<file path="src/rtl/fres_hist.sv">
// Result history for the FP ALU: captures {flags, result} on each valid_in rising edge
// into a small ring buffer and presents the selected entry, one 16-bit page at a time, on led.
module fres_hist #(
  parameter int DEPTH = 8
) (
  input  logic        clk,
  input  logic        rst_n,
  input  logic        valid_in,
  input  logic [31:0] result_in,
  input  logic [4:0]  flags_in,
  input  logic        clear,
  input  logic        btn_prev,
  input  logic        btn_next,
  output logic [15:0] led,
  output logic [4:0]  count,
  output logic        empty,
  output logic        full
);

  localparam int         PW      = $clog2(DEPTH);
  localparam logic [4:0] DEPTH_C = 5'(DEPTH);

  logic vin_p0, prev_p0, next_p0;
  logic cap_ev, prev_ev, next_ev;

  logic [36:0]   mem [DEPTH];
  logic [PW-1:0] wr_ptr, wr_ptr_nxt;
  logic [PW-1:0] sel, sel_nxt;
  logic [1:0]    page, page_nxt;
  logic [4:0]    count_nxt;
  logic          we;

  logic [PW-1:0] rd_idx;
  logic [36:0]   rd_word;
  logic [2:0]    sel_lo;
  logic [15:0]   led_nxt;

  // Stage p0: previous-sample registers; loaded high in reset so held inputs raise no event
  always_ff @(posedge clk) begin
    if (!rst_n) begin
      vin_p0  <= 1'b1;
      prev_p0 <= 1'b1;
      next_p0 <= 1'b1;
    end else begin
      vin_p0  <= valid_in;
      prev_p0 <= btn_prev;
      next_p0 <= btn_next;
    end
  end

  assign cap_ev  = valid_in & ~vin_p0;
  assign prev_ev = btn_prev & ~prev_p0;
  assign next_ev = btn_next & ~next_p0;

  // One event per cycle wins: clear, then capture, then prev, then next
  always_comb begin
    wr_ptr_nxt = wr_ptr;
    sel_nxt    = sel;
    page_nxt   = page;
    count_nxt  = count;
    we         = 1'b0;
    if (clear) begin
      wr_ptr_nxt = '0;
      sel_nxt    = '0;
      page_nxt   = 2'd0;
      count_nxt  = 5'd0;
    end else if (cap_ev) begin
      we         = 1'b1;
      wr_ptr_nxt = wr_ptr + PW'(1);
      sel_nxt    = '0;
      page_nxt   = 2'd0;
      if (count != DEPTH_C)
        count_nxt = count + 5'd1;
    end else if (prev_ev && count != 5'd0) begin
      page_nxt = 2'd0;
      if (5'(sel) < count - 5'd1)
        sel_nxt = sel + PW'(1);
      else
        sel_nxt = '0;
    end else if (next_ev && count != 5'd0) begin
      page_nxt = (page == 2'd2) ? 2'd0 : page + 2'd1;
    end
  end

  always_ff @(posedge clk) begin
    if (rst_n && we)
      mem[wr_ptr] <= {flags_in, result_in};
  end

  // Display mux works from the registered state, so led trails state by one edge
  assign rd_idx  = wr_ptr - PW'(1) - sel;
  assign rd_word = mem[rd_idx];
  assign sel_lo  = 3'(sel);

  always_comb begin
    led_nxt = 16'h0000;
    if (count != 5'd0) begin
      case (page)
        2'd0:    led_nxt = rd_word[15:0];
        2'd1:    led_nxt = rd_word[31:16];
        default: led_nxt = {rd_word[36:32], 1'b1, 7'b0, sel_lo};
      endcase
    end
  end

  // Stage p1: control and display registers
  always_ff @(posedge clk) begin
    if (!rst_n) begin
      wr_ptr <= '0;
      sel    <= '0;
      page   <= 2'd0;
      count  <= 5'd0;
      empty  <= 1'b1;
      full   <= 1'b0;
      led    <= 16'h0000;
    end else begin
      wr_ptr <= wr_ptr_nxt;
      sel    <= sel_nxt;
      page   <= page_nxt;
      count  <= count_nxt;
      empty  <= (count_nxt == 5'd0);
      full   <= (count_nxt == DEPTH_C);
      led    <= led_nxt;
    end
  end

endmodule

</file>
<file path="config.mk">
export PLATFORM = sky130hd
export DESIGN_NAME = fres_hist
export DESIGN_NICKNAME = d
export VERILOG_FILES = /design/src/rtl/fres_hist.sv
export SDC_FILE = /design/constraint.sdc
export NUM_CORES = 1
export LEC_CHECK = 0
export ABC_CLOCK_PERIOD_IN_PS = 11500
export CAP_MARGIN = 5
export CORE_ASPECT_RATIO = 1.4
export CORE_UTILIZATION = 52
export CTS_CLUSTER_DIAMETER = 120
export DETAILED_ROUTE_END_ITERATION = 16
export GPL_TIMING_DRIVEN = 0
export PLACE_DENSITY = 0.74
export SYNTH_ARGS = -nofsm -noshare
export SYNTH_HDL_FRONTEND = slang
export SYNTH_SLANG_ARGS = --single-unit
</file>
<file path="constraint.sdc">
create_clock -name clk -period 11.5 [get_ports clk]
set_input_delay 1.725 -clock clk [delete_from_list [all_inputs] [get_ports clk]]
set_output_delay 1.725 -clock clk [all_outputs]
set_load 0.1 [all_outputs]
</file>
; ---- Yosys cells after proc, flatten, opt, wreduce, memory -nomap -nowiden
; Memories as Yosys holds them, arrays and structs flattened.
; Index checks and enable logic that the tools add are counted.
[totals]
ramBits = 296
ff_bits = 34
n_memories = 1
output_inout_bits = 23
wordCells = 50
in_bits = 43
[memory_table]
columns = memory, words, word_bits, read_ports, rd_clocked_by_memory_dff, write_ports, line
row1 = mem, 8, 37, 1, 0, 1, 26  ; logic [36:0] mem [DEPTH];
[classes]
mux = 10
addsub = 7
magnitude_cmp = 1
n_bitwise = 7
n_eq_ne = 4
n_reduce_logical = 10
[ops]
columns = operator, count
row1 = one-hot mux 16 bit (2 select lines), 1
row2 = two-way mux 5 bit, 3
row3 = adder 3 x 1 -> 3 bit (second input constant), 2
row4 = adder 5 x 1 -> 5 bit (second input constant), 1
row5 = == test 5 x 4 -> 1 bit (second input constant), 1
row6 = logical NOT 5 bit, 1
row7 = less-than comparator 3 x 5 -> 1 bit, 1
row8 = != test 5 x 4 -> 1 bit (second input constant), 1
row9 = nonzero test 5 bit, 1
row10 = subtractor 5 x 1 -> 5 bit (second input constant), 1
row11 = two-way mux 1 bit, 4
row12 = inverter 1 bit, 4
row13 = OR reduction 4 bit, 1
row14 = bitwise AND 1 bit, 3
row15 = logical AND 1 bit, 3
row16 = two-way mux 3 bit, 1
row17 = OR reduction 3 bit, 1
row18 = subtractor 3 x 1 -> 3 bit (second input constant), 1
row19 = subtractor 3 bit, 1
row20 = adder 2 x 1 -> 2 bit (second input constant), 1
row21 = == test 2 x 1 -> 1 bit (second input constant), 1
row22 = == test 2 bit (second input constant), 1
row23 = logical NOT 2 bit, 1
row24 = two-way mux 2 bit, 1
row25 = other kinds (2), 2

; ---- Depth between registers and ports, before layout
[logic_depth]
depth_word = 7
depth_mapped = 9
depth_no_buf = 8

; ---- Least setup slack after synthesis
; No wires, ideal clock.
[synth_path]
path_type = input-to-reg
start = input valid_in
end = memory mem[1][0], enable pin
arrival_ns = 4.943
setup_slack_ns = 6.080
t_required_ns = 11.023
path_buffers = 1
setup_time_ns = 0.477
path_stages = 4
cell_sequence = nor2b_1 clkbuf_1 nand3_1 nor3_1
[synth_via]
elab_chain_cells = 6
[synth_lines]
columns = element, line
row1 = from (decl), 8  ; input logic valid_in,
row2 = bitwise AND 1 bit, 51  ; assign cap_ev = valid_in & ~vin_p0;
row3 = two-way mux 1 bit, 67  ; end else if (cap_ev) begin
row4 = two-way mux 1 bit, 62  ; if (clear) begin
row5 = logical AND 1 bit, 86  ; if (rst_n && we)
row6 = two-way mux 1 bit, 86
row7 = two-way mux 1 bit (not written as such), 87  ; mem[wr_ptr] <= {flags_in, result_in};
row8 = to (decl), 26
; No other way between the ends.

; ---- Worst setup path after layout
[layout_path]
start = input valid_in
end = memory mem[1][27], enable pin
; Same word-level chain as after synthesis.

==> impl_metrics.ini <==
[outcome]
status = completed

[clock_network]
tritoncts = built
cts.clk_slew.worst_paths_ns = 0.07
root_buffer = clkbuf_16
numCtsBuffers = 29
cts_resized = 0
cts_setup_buffers = 0
cts_buffer_depth = 3
clock_latency_ns = 0.54
cts_hold_buf = 0
cts_sinks = 330
htreeDepth = 1

[critical_path]
critPathArrivalTime_ns = 4.54
slowest_stage = nor3_2
required_ns = 11.74
crit_type = in2reg
setup.worst_path.end_class = register
path_cells = clkdlybuf4s50_1, nor2b_1, clkbuf_1, nand3_1, nor3_2, buf_6, buf_6
start_kind = input pin
worstRegToRegCells = 9
cpMostUsedCell = buf_6
cp_max_fo = 10
cpPeakStageDelay_ns = 0.80

[power]
power_density_mw_per_mm2 = 161
vdd_drop_max_v = 0.000117
p_leak_nw = 5.13

[global_routing]
grt_max_degree = 22
grt_usage = 0.216
grt_pass1_vias = 6642
antenna_found_initial = 0
grt_pass1_wl_mm = 40.0
overflow = 0

[routing]
via_count = 6259
remaining_drc_errors = 0
drtPass1Iterations = 5
wl_per_cell_um = 24.7
viasPerCell = 5.96
wirelength_mm = 26.0
drtIter0Drc = 587
postRouteAntennaNets = 0

[timing]
grt_setup_unrepaired = no
holdWs_ns = 0.577
slew_violations = 0
final-hold-violation-count = 0
final.setup.tns_ns = 0
fin_crit_ns = 4.30
slew_headroom = 0.348
period_share = 0.374
fmax_mhz = 233
tightestPinTransition_ns = 0.975
finClkSkew_ns = 0.0196
setup_viol = 0

[die]
num_rows = 67
die_x_um = 134
floorplan.io_pins = 66
die-height_um = 187
dieArea_mm2 = 0.0251
core-area_mm2 = 0.0240
initial_utilization = 0.530

[yosys]
syn_area_per_cell_um2 = 20.9
synthDistinctLibCells = 47
yosysTopAreaCell = edfxtp_1
postSynthCellCount = 607
ys_seq_elements = 330
dominantRegCellSynth = edfxtp_1
synth_common_cells = edfxtp_1 (296), mux4_2 (74), mux2i_1 (38)
post-synth-top-area-fraction = 0.700
seq_area_frac_synth = 0.754
synth_area_mm2 = 0.0127
yosysWarnings = 0
synthArstFlopShare = 0
synth_edf_count = 296
synth_nets = 659
synthMostInstantiatedCell = edfxtp_1
synthTopCellsByArea = edfxtp_1 (70%), mux4_2 (13%), dfxtp_1 (5.4%)

[placed_design]
dp.cells = 998
numPortBuffers = 65
place_congestion = 0.870
dp_hpwl_mm = 16.9

[final_layout]
antenna_cells = 0
areaGrowthSynthToFinish_pct = 19.1
drive_above_1_share = 0.228
stdcell_count = 1051
finalNetCount = 771

[run]
drv_cap = 0

[hold_path]
worstHoldPathType = reg2reg
whs_path_depth = 1
sequential cells by signal, summed over array words and instances, names as in the netlist, 2 cells and up:
register,flops
count,5
page,2
mem,296
led,16
wr_ptr,3
sel,3
routing by layer:
layer,track usage,wire length [um],vias up
li1,-,-,2730
met1,0.285,10400,3316
met2,0.379,13900,179
met3,0.0293,1180,34
met4,0.0588,534,0
met5,0,0,-
per-stage QoR:
step | setup WS [ns] | instance area, um2 | util | power (mW)
after floorplan | 6.08 | 12700 | - | 1.37
after global placement | 2.61 | 13700 | 0.573 | 1.40
after detailed placement | 6.65 | 14100 | 0.587 | 1.41
after CTS | 7.18 | 15100 | 0.631 | 2.45
after global routing | 7.02 | 15100 | 0.631 | 2.50
final | 7.20 | 15100 | 0.631 | 2.44
layout make-up:
cell class	count	area [um2]
Clock inverter	16	275
Fill cell	1608	8850
Buffer	29	146
Multi-Input combinational cell	244	3020
Sequential cell	330	9570
Timing Repair Buffer	81	922
Inverter	4	15.0
Clock buffer	37	786
Tap cell	310	388
worst max-delay path: cells and delay by family:
family / cells / cell delay [ns]
AND/OR/NAND/NOR: 3 / 1.44
buffers and inverters: 4 / 1.35
layout by cell type, fill, tap and decap left out, drive strengths merged, types with 5 or more instances in the layout:
| cell | synthesis | routed |
|---|---|---|
| clkdlybuf4s50 | 0 | 65 |
| inv | 4 | 6 |
| xor2 | 6 | 6 |
| mux4 | 74 | 74 |
| bufinv | 0 | 7 |
| clkbuf | 14 | 51 |
| buf | 15 | 31 |
| nand2 | 10 | 10 |
| a22o | 5 | 5 |
| dfxtp | 34 | 34 |
| o22a | 7 | 7 |
| edfxtp | 296 | 296 |
| a211oi | 5 | 5 |
| o22ai | 6 | 6 |
| nand2b | 12 | 12 |
| mux2i | 38 | 38 |
| a21oi | 6 | 6 |
| ha | 8 | 8 |
| nor2 | 25 | 25 |
cells by family (layout without fill, tap and decap cells):
logic type	after synthesis	in the layout	share of synthesized area
simple gates	69	69	0.0285
mux	113	113	0.162
compound gates	43	43	0.0247
buf+inv	33	167	0.0127
flops	330	330	0.754
fa+ha+maj	9	9	0.00946
xor+xnor	10	10	0.00897
power breakdown:
part           switching (mW)  internal [mW]
clock                   0.415          0.643
sequential            0.00123           1.31
combinational          0.0399         0.0338
total                   0.456           1.98
worst paths after layout:
path                        from                   end  slack (ns)
max                     valid_in  mem[1][27]$_DFFE_PP_        7.20
min          sel[0]$_SDFFE_PP0P_     led[0]$_SDFF_PN0_        0.58
max reg2reg  sel[0]$_SDFFE_PP0P_     led[2]$_SDFF_PN0_        8.23
min reg2reg  sel[0]$_SDFFE_PP0P_     led[0]$_SDFF_PN0_        0.58
No activity file was read; power rests on OpenSTA's default activity.
